File: src/rtl/sample_msg_combiner_pkg.sv
// Shared constants and types for the sample/message combiner.
// The message widths must agree with the matching splitter at the receive end.
package sample_msg_combiner_pkg;

  localparam int MSG_WIDTH        = 16;
  localparam int MSG_LENGTH_WIDTH = 8;

  typedef enum logic [1:0] {
    ST_IDLE   = 2'd0,
    ST_HEADER = 2'd1,
    ST_BODY   = 2'd2
  } schedState_e;

  function automatic int hdr_flag_pos(input int wdth);
    return wdth - 1;
  endfunction

endpackage

File: src/rtl/sample_msg_combiner_if.sv
// Input streams and tagged output of the combiner.
// The master drives the inputs and the slave drives the outputs.
interface sample_msg_combiner_if
  import sample_msg_combiner_pkg::*;
#(
  parameter int WDTH = 32
);

  logic [WDTH-1:0]      in_samples;
  logic                 in_samples_nd;
  logic [MSG_WIDTH-1:0] in_msg;
  logic                 in_msg_nd;
  logic                 in_msg_last;
  logic [WDTH-1:0]      out_data;
  logic                 out_nd;
  logic                 error;

  modport master (
    output in_samples, in_samples_nd, in_msg, in_msg_nd, in_msg_last,
    input  out_data, out_nd, error
  );

  modport slave (
    input  in_samples, in_samples_nd, in_msg, in_msg_nd, in_msg_last,
    output out_data, out_nd, error
  );

endinterface

File: src/rtl/sample_msg_combiner_fifo.sv
// Synchronous FIFO whose write side can be committed or rolled back.
// Readers only see committed words; rollback rewinds the write pointer.
module smc_fifo #(
  parameter int WIDTH     = 8,
  parameter int DEPTH_LOG = 4
) (
  input  logic             clk,
  input  logic             rst_n,
  input  logic             wrEn_i,
  input  logic [WIDTH-1:0] wrData_i,
  input  logic             commit_i,
  input  logic             rollback_i,
  input  logic             rdEn_i,
  output logic [WIDTH-1:0] rdData_o,
  output logic             empty_o,
  output logic             full_o
);

  localparam int DEPTH = 1 << DEPTH_LOG;
  localparam logic [DEPTH_LOG:0] PTR_ONE  = {{DEPTH_LOG{1'b0}}, 1'b1};
  localparam logic [DEPTH_LOG:0] FULL_XOR = {1'b1, {DEPTH_LOG{1'b0}}};

  logic [WIDTH-1:0]   mem_q [DEPTH];
  logic [DEPTH_LOG:0] wrPtr_q, wrPtr_d;
  logic [DEPTH_LOG:0] cmPtr_q, cmPtr_d;
  logic [DEPTH_LOG:0] rdPtr_q, rdPtr_d;
  logic               doWr, doRd;

  assign full_o   = (wrPtr_q ^ rdPtr_q) == FULL_XOR;
  assign empty_o  = (cmPtr_q == rdPtr_q);
  assign doRd     = rdEn_i && !empty_o;
  assign doWr     = wrEn_i && !rollback_i && (!full_o || doRd);
  assign rdData_o = mem_q[rdPtr_q[DEPTH_LOG-1:0]];

  // A read in the same cycle frees its slot, so a full FIFO may still accept a write.
  always_comb begin
    rdPtr_d = rdPtr_q;
    wrPtr_d = wrPtr_q;
    cmPtr_d = cmPtr_q;
    if (doRd) rdPtr_d = rdPtr_q + PTR_ONE;
    if (rollback_i) wrPtr_d = cmPtr_q;
    else if (doWr) wrPtr_d = wrPtr_q + PTR_ONE;
    if (commit_i && !rollback_i) cmPtr_d = wrPtr_d;
  end

  always_ff @(posedge clk or negedge rst_n) begin
    if (!rst_n) begin
      wrPtr_q <= '0;
      cmPtr_q <= '0;
      rdPtr_q <= '0;
    end else begin
      wrPtr_q <= wrPtr_d;
      cmPtr_q <= cmPtr_d;
      rdPtr_q <= rdPtr_d;
    end
  end

  always_ff @(posedge clk) begin
    if (doWr) mem_q[wrPtr_q[DEPTH_LOG-1:0]] <= wrData_i;
  end

endmodule

File: src/rtl/sample_msg_combiner.sv
// Merges a raw sample stream and a message stream into one tagged stream.
// Whole messages are sent as header-plus-body bursts in gaps between samples.
module sample_msg_combiner
  import sample_msg_combiner_pkg::*;
#(
  parameter int WDTH     = 32,
  parameter int SBUF_LOG = 4,
  parameter int MBUF_LOG = 5,
  parameter int NMSG_LOG = 2
) (
  input logic                  clk,
  input logic                  rst_n,
  sample_msg_combiner_if.slave bus
);

  localparam int FLAG = hdr_flag_pos(WDTH);
  localparam logic [MSG_LENGTH_WIDTH-1:0] LEN_ONE = MSG_LENGTH_WIDTH'(1);
  localparam logic [MSG_LENGTH_WIDTH-1:0] LEN_MAX = '1;

  logic [WDTH-1:0]             sRdata;
  logic                        sWr, sRd, sEmpty, sFull, sBad, sOvf;
  logic [MSG_WIDTH-1:0]        mRdata;
  logic                        mWr, mRd, mEmpty, mFull, mCommit, mRollback;
  logic [MSG_LENGTH_WIDTH-1:0] lWdata, lRdata;
  logic                        lWr, lRd, lEmpty, lFull;
  logic                        msgErr, free;

  logic [MSG_LENGTH_WIDTH-1:0] lenCnt_q, lenCnt_d;
  logic                        drop_q, drop_d;
  schedState_e                 state_q, state_d;
  logic [MSG_LENGTH_WIDTH-1:0] rem_q, rem_d;
  logic [WDTH-1:0]             outData_q, outData_d;
  logic                        outNd_q, outNd_d;
  logic                        error_q, error_d;

  smc_fifo #(.WIDTH(WDTH), .DEPTH_LOG(SBUF_LOG)) u_sfifo (
    .clk(clk), .rst_n(rst_n),
    .wrEn_i(sWr), .wrData_i(bus.in_samples),
    .commit_i(1'b1), .rollback_i(1'b0),
    .rdEn_i(sRd), .rdData_o(sRdata),
    .empty_o(sEmpty), .full_o(sFull)
  );

  smc_fifo #(.WIDTH(MSG_WIDTH), .DEPTH_LOG(MBUF_LOG)) u_mfifo (
    .clk(clk), .rst_n(rst_n),
    .wrEn_i(mWr), .wrData_i(bus.in_msg),
    .commit_i(mCommit), .rollback_i(mRollback),
    .rdEn_i(mRd), .rdData_o(mRdata),
    .empty_o(mEmpty), .full_o(mFull)
  );

  smc_fifo #(.WIDTH(MSG_LENGTH_WIDTH), .DEPTH_LOG(NMSG_LOG)) u_lfifo (
    .clk(clk), .rst_n(rst_n),
    .wrEn_i(lWr), .wrData_i(lWdata),
    .commit_i(1'b1), .rollback_i(1'b0),
    .rdEn_i(lRd), .rdData_o(lRdata),
    .empty_o(lEmpty), .full_o(lFull)
  );

  assign sBad   = bus.in_samples_nd && bus.in_samples[FLAG];
  assign sWr    = bus.in_samples_nd && !bus.in_samples[FLAG];
  assign sOvf   = sWr && sFull && !sRd;
  assign lWdata = lenCnt_q + LEN_ONE;

  // Any failure mid-message rewinds to the message start and ignores words up to its last.
  always_comb begin
    mWr       = 1'b0;
    mCommit   = 1'b0;
    mRollback = 1'b0;
    lWr       = 1'b0;
    msgErr    = 1'b0;
    lenCnt_d  = lenCnt_q;
    drop_d    = drop_q;
    if (bus.in_msg_nd) begin
      if (drop_q) begin
        if (bus.in_msg_last) drop_d = 1'b0;
      end else if ((mFull && !mRd) || (lenCnt_q == LEN_MAX)) begin
        mRollback = 1'b1;
        msgErr    = 1'b1;
        lenCnt_d  = '0;
        drop_d    = !bus.in_msg_last;
      end else if (bus.in_msg_last && lFull && !lRd) begin
        mRollback = 1'b1;
        msgErr    = 1'b1;
        lenCnt_d  = '0;
      end else begin
        mWr      = 1'b1;
        lenCnt_d = lenCnt_q + LEN_ONE;
        if (bus.in_msg_last) begin
          mCommit  = 1'b1;
          lWr      = 1'b1;
          lenCnt_d = '0;
        end
      end
    end
  end

  // State names the word being registered; a drained BODY may choose the next word at once.
  always_comb begin
    state_d   = state_q;
    rem_d     = rem_q;
    sRd       = 1'b0;
    mRd       = 1'b0;
    lRd       = 1'b0;
    outNd_d   = 1'b0;
    outData_d = '0;
    free      = (state_q == ST_IDLE) || ((state_q == ST_BODY) && (rem_q == '0));
    if (free) begin
      state_d = ST_IDLE;
      if (!sEmpty) begin
        sRd       = 1'b1;
        outNd_d   = 1'b1;
        outData_d = sRdata;
      end else if (!lEmpty) begin
        outNd_d                             = 1'b1;
        outData_d[FLAG]                     = 1'b1;
        outData_d[MSG_LENGTH_WIDTH-1:0]     = lRdata;
        rem_d                               = lRdata;
        state_d                             = ST_HEADER;
      end
    end else if (!mEmpty) begin
      mRd                      = 1'b1;
      outNd_d                  = 1'b1;
      outData_d[MSG_WIDTH-1:0] = mRdata;
      rem_d                    = rem_q - LEN_ONE;
      lRd                      = (rem_q == LEN_ONE);
      state_d                  = ST_BODY;
    end
    error_d = sBad || sOvf || msgErr;
  end

  always_ff @(posedge clk or negedge rst_n) begin
    if (!rst_n) begin
      lenCnt_q  <= '0;
      drop_q    <= 1'b0;
      state_q   <= ST_IDLE;
      rem_q     <= '0;
      outData_q <= '0;
      outNd_q   <= 1'b0;
      error_q   <= 1'b0;
    end else begin
      lenCnt_q  <= lenCnt_d;
      drop_q    <= drop_d;
      state_q   <= state_d;
      rem_q     <= rem_d;
      outData_q <= outData_d;
      outNd_q   <= outNd_d;
      error_q   <= error_d;
    end
  end

  assign bus.out_data = outData_q;
  assign bus.out_nd   = outNd_q;
  assign bus.error    = error_q;

endmodule

File: src/flat_wrapper.sv
// flat-port wrapper written by rule: the top's interface ports become plain ports
module sample_msg_combiner_flat import sample_msg_combiner_pkg::*;
#(
  parameter int WDTH     = 32,
  parameter int SBUF_LOG = 4,
  parameter int MBUF_LOG = 5,
  parameter int NMSG_LOG = 2
)
  (clk, rst_n, bus_in_samples, bus_in_samples_nd, bus_in_msg, bus_in_msg_nd, bus_in_msg_last, bus_out_data, bus_out_nd, bus_error);
  sample_msg_combiner_if #(.WDTH(WDTH)) bus_i ();
  input logic clk;
  input logic rst_n;
  input wire logic [$bits(bus_i.in_samples)-1:0] bus_in_samples;
  input wire logic [$bits(bus_i.in_samples_nd)-1:0] bus_in_samples_nd;
  input wire logic [$bits(bus_i.in_msg)-1:0] bus_in_msg;
  input wire logic [$bits(bus_i.in_msg_nd)-1:0] bus_in_msg_nd;
  input wire logic [$bits(bus_i.in_msg_last)-1:0] bus_in_msg_last;
  output wire logic [$bits(bus_i.out_data)-1:0] bus_out_data;
  output wire logic [$bits(bus_i.out_nd)-1:0] bus_out_nd;
  output wire logic [$bits(bus_i.error)-1:0] bus_error;
  assign bus_i.in_samples = bus_in_samples;
  assign bus_i.in_samples_nd = bus_in_samples_nd;
  assign bus_i.in_msg = bus_in_msg;
  assign bus_i.in_msg_nd = bus_in_msg_nd;
  assign bus_i.in_msg_last = bus_in_msg_last;
  assign bus_out_data = bus_i.out_data;
  assign bus_out_nd = bus_i.out_nd;
  assign bus_error = bus_i.error;
  sample_msg_combiner #(.WDTH(WDTH), .SBUF_LOG(SBUF_LOG), .MBUF_LOG(MBUF_LOG), .NMSG_LOG(NMSG_LOG)) u_core (.clk(clk), .rst_n(rst_n), .bus(bus_i));
endmodule
File: config.mk
export PLATFORM = sky130hd
export DESIGN_NAME = sample_msg_combiner_flat
export DESIGN_NICKNAME = d
export VERILOG_FILES = /design/src/rtl/sample_msg_combiner_pkg.sv /design/src/rtl/sample_msg_combiner_if.sv /design/src/rtl/sample_msg_combiner_fifo.sv /design/src/rtl/sample_msg_combiner.sv /design/src/flat_wrapper.sv
export SDC_FILE = /design/constraint.sdc
export NUM_CORES = 1
export LEC_CHECK = 0
export ABC_AREA = 1
export CAP_MARGIN = 40
export CORE_UTILIZATION = 40
export DETAILED_ROUTE_END_ITERATION = 12
export DONT_BUFFER_PORTS = 1
export PLACE_DENSITY_LB_ADDON = 0.2
export SYNTH_ARGS = -nofsm -noshare
export SYNTH_HDL_FRONTEND = slang
export SYNTH_HIERARCHICAL = 1
export SYNTH_SLANG_ARGS = --single-unit
File: constraint.sdc
create_clock -name clk -period 8.58 [get_ports clk]
set_input_delay 1.287 -clock clk [delete_from_list [all_inputs] [get_ports clk]]
set_output_delay 1.287 -clock clk [all_outputs]
set_load 0.02 [all_outputs]
==> flow_summary.ini <==
[status]
outcome = finished, violations left
violations = DRC

[yosys]
synthFlopType = edfxtp_1
ys_ff_latch = 1151
postSynthAreaPerCell_um2 = 12.8
synth_edf_count = 1056
synth_cell_types = 41
netlist_instances = 3634
ys_seq_area_share_pct = 73.5
yosys_warnings = 6
synthArstFlopShare_pct = 8.25
synth_area_um2 = 46300

[setup_path]
crit_fanout = 39
path_delay_family = buffers and inverters
path_cells = inv_2 -> buf_4 -> nand2_1 -> nand2_1 -> nor2_1 -> nand3_1 -> inv_1 -> nor3_1 -> nand3_1 -> nand2_1 -> nand3_1 -> nand2_1 -> inv_1 -> inv_1 -> nand2_1 -> inv_1 -> nand2_4 -> inv_4 -> nand2_2 -> nor2_1 -> buf_4
crit_path_frequent_cell = nand2_1
setup.worst_path.start = u_core/u_mfifo/rdPtr_q[2]
arrival_ps = 5360
r2r_start = u_core/u_mfifo/rdPtr_q[2]
worstSetupEndpointType = flip-flop
crit_path_top_delay_cell = nor2_1
worstSetupPathType = reg -> reg
reg2reg_slack_ps = 3650
crit_buf_inv = 8
required_ps = 9010
critPathMaxStageDelay_ps = 730
start_kind = flip-flop

[place]
routabilityCongestion = 0.879
hpwl_um = 75700
place_inst = 4983
numPortBuffers = 0

[global_routing]
grt_max_degree = 195
grt_pass1_vias = 28300
grt_antenna_before_repair = 1
track_usage_pct = 21.8
grt-ovfl-total = 0
grt_pass1_wl_um = 190000

[floorplan]
die_area_um2 = 117000
die_w_um = 342
start_util_pct = 40.4
die_h_um = 342
num_io_pins = 87
num_rows = 124
core-area_um2 = 115000

[pwr]
leakage_nw = 17.5
powerDensity_nw_per_um2 = 343
power_w = 0.0179
peakVddDrop_uv = 271

[clock_network]
cts_tree = built
cts.repair.resized = 0
cts_buffers = 119
clock_latency_ps = 740
cts_max_path_buffers = 3
cts_root_buf = clkbuf_16
ctsHoldBuffers = 0
path_clk_slew_ps = 60
cts.sinks = 1151
htreeDepth = 3
cts_setup_buffers = 0

[finish]
multi_input_area_um2 = 10900
drive_gt1_share_pct = 9.02
nNetsFinal = 3664
utilization_pct = 45.6
nFillCells = 10100
ff_latch_area_um2 = 34100
final_cells = 5206
area_growth_pct = 12.8

[hold_path]
min_path_type = in -> async

[drt]
final_antenna_net_count = 0
drt-total-wl_um = 129000
drtIter0Drc = 2870
drc = 4
wl_per_cell_um = 24.8
vias = 29200
drt_first_pass_iters = 11
via_per_inst = 5.61

[run]
cap_violations = 0

[timing]
finalCritPeriodShare_pct = 57.5
hold_viol = 0
setup_viol = 0
rsz0062_at_grt = false
fin_crit_ps = 4930
max_slew_margin_pct = 39.1
max_clock_freq_mhz = 203
worst_pin_slew_ps = 913
drv_slew = 0
fin_skew_ps = 37.1
final.setup.tns_ps = 0
-- per-stage QoR --
step	cell area, um^2	worst slack, ps	hold slack [ps]
floorplan	46400	4890	471
global placement	47700	3380	494
detailed placement	48100	3740	505
CTS	52300	3710	204
global route	52300	3260	224
finish	52300	3650	269
-- per-layer routing --
layer / GRT usage (%) / vias to the layer above / wire length [um]
li1: - / 13200 / -
met1: 30.3 / 14800 / 56500
met5: 0 / - / 0
met2: 35.5 / 964 / 61900
met4: 6.31 / 0 / 3390
met3: 3.10 / 198 / 7080
-- worst paths after layout --
kind,endpoint,cells past startpoint
min reg2reg,u_core/lenCnt_q[1],2
max,u_core/u_mfifo/mem_q[1][14],21
max reg2reg,u_core/u_mfifo/mem_q[1][14],21
max in group asynchronous,u_core/bus.out_data[28],0
min in group clk,u_core/lenCnt_q[1],2
min,u_core/bus.out_data[31],0
-- power breakdown --
part	leakage, nW	internal (W)	switching (W)	total, W
logic	4.80	0.00150	0.00398	0.00548
clock network	2.03	0.00327	0.00223	0.00550
registers	10.7	0.00650	0.000434	0.00693
total	17.5	0.0113	0.00665	0.0179
-- registers in the layout (all words and copies together), names as in the netlist --
register                flops
u_core/u_lfifo/cmPtr_q      3
u_core/u_mfifo/rdPtr_q      6
u_core/u_mfifo/wrPtr_q      6
u_core/drop_q               1
u_core/rem_q                8
u_core/bus.out_data        32
u_core/lenCnt_q             8
u_core/u_mfifo/mem_q      512
u_core/u_sfifo/mem_q      512
u_core/u_lfifo/wrPtr_q      3
u_core/u_sfifo/cmPtr_q      5
u_core/bus.error            1
u_core/u_sfifo/rdPtr_q      5
u_core/u_sfifo/wrPtr_q      5
u_core/u_mfifo/cmPtr_q      6
u_core/bus.out_nd           1
u_core/u_lfifo/rdPtr_q      3
u_core/state_q              2
u_core/u_lfifo/mem_q       32
-- synth_stat cells, types with 4 or more instances --
library cell | instances | area (um^2)
a21oi_1 | 14 | 70.1
a22o_1 | 8 | 70.1
buf_1 | 9 | 33.8
buf_2 | 59 | 295
buf_4 | 6 | 45.0
buf_6 | 16 | 180
clkbuf_1 | 136 | 510
dfrtp_1 | 95 | 2380
edfxtp_1 | 1056 | 31700
ha_1 | 19 | 238
inv_1 | 101 | 379
inv_2 | 13 | 48.8
nand2_1 | 372 | 1400
nand2_2 | 12 | 75.1
nand2_4 | 9 | 101
nand3_1 | 167 | 836
nand3_2 | 4 | 40.0
nand4_1 | 6 | 37.5
nor2_1 | 617 | 2320
nor2_4 | 4 | 45.0
nor3_1 | 5 | 25.0
o211ai_1 | 28 | 210
o21ai_0 | 537 | 2690
o21ai_1 | 31 | 155
o221ai_1 | 158 | 1380
o22ai_1 | 100 | 626
xnor2_1 | 10 | 87.6
xor2_1 | 22 | 193
-- cells by family (layout without fill, tap and decap cells) --
family / after synthesis / in the layout / share of synthesized area [%]
adders and majority gates: 19 / 19 / 0.513
other: 2 / 11 / 0.0162
buffers and inverters: 345 / 396 / 3.30
and+or+nand+nor: 1206 / 1206 / 10.7
xor gates and xnor gates: 33 / 33 / 0.640
AOI/OAI and AO/OA: 878 / 878 / 11.3
DFF: 1151 / 1151 / 73.5
-- cell usage in the layout (no fill, tap or decap), types with 8 or more instances in the layout --
master and n:
a21oi_1 14, inv_1 95, nand2_1 372, a22o_1 8, nor2_1 585, bufinv_16 21
nand2_4 9, o21ai_1 31, nor2_2 19, clkbuf_16 121, o211ai_1 28, o21ai_0 537
conb_1 9, o221ai_1 158, nand2_2 12, clkbuf_1 18, xor2_1 22, clkinv_2 19
buf_4 41, edfxtp_1 1056, inv_2 15, o22ai_1 100, dfrtp_1 89, nor2_4 20
ha_1 19, xnor2_1 10, buf_16 8, clkinv_1 26, nand3_1 167
-- worst register-to-register path, stage by stage (launching register included) --
cell     delay, ps
dfrtp_2        400
inv_2          530
buf_4          540
nand2_1        130
nand2_1         90
nor2_1          50
nand3_1        110
inv_1           80
nor3_1         180
nand3_1        110
nand2_1        100
nand3_1         70
nand2_1        100
inv_1           60
inv_1          290
nand2_1        120
inv_1          210
nand2_4        140
inv_4          100
nand2_2        170
nor2_1         740
buf_4          300
-- cell type report --
cell class / instances / share of cell area (%)
Sequential cell: 1151 / 65.2
Multi-Input combinational cell: 2145 / 20.9
Clock buffer: 145 / 6.08
Tap cell: 1512 / 3.62
Clock inverter: 76 / 1.93
Timing Repair Buffer: 58 / 1.33
Inverter: 117 / 0.888
Antenna cell: 2 / 0.00957
(Power assumes the default switching activity.)
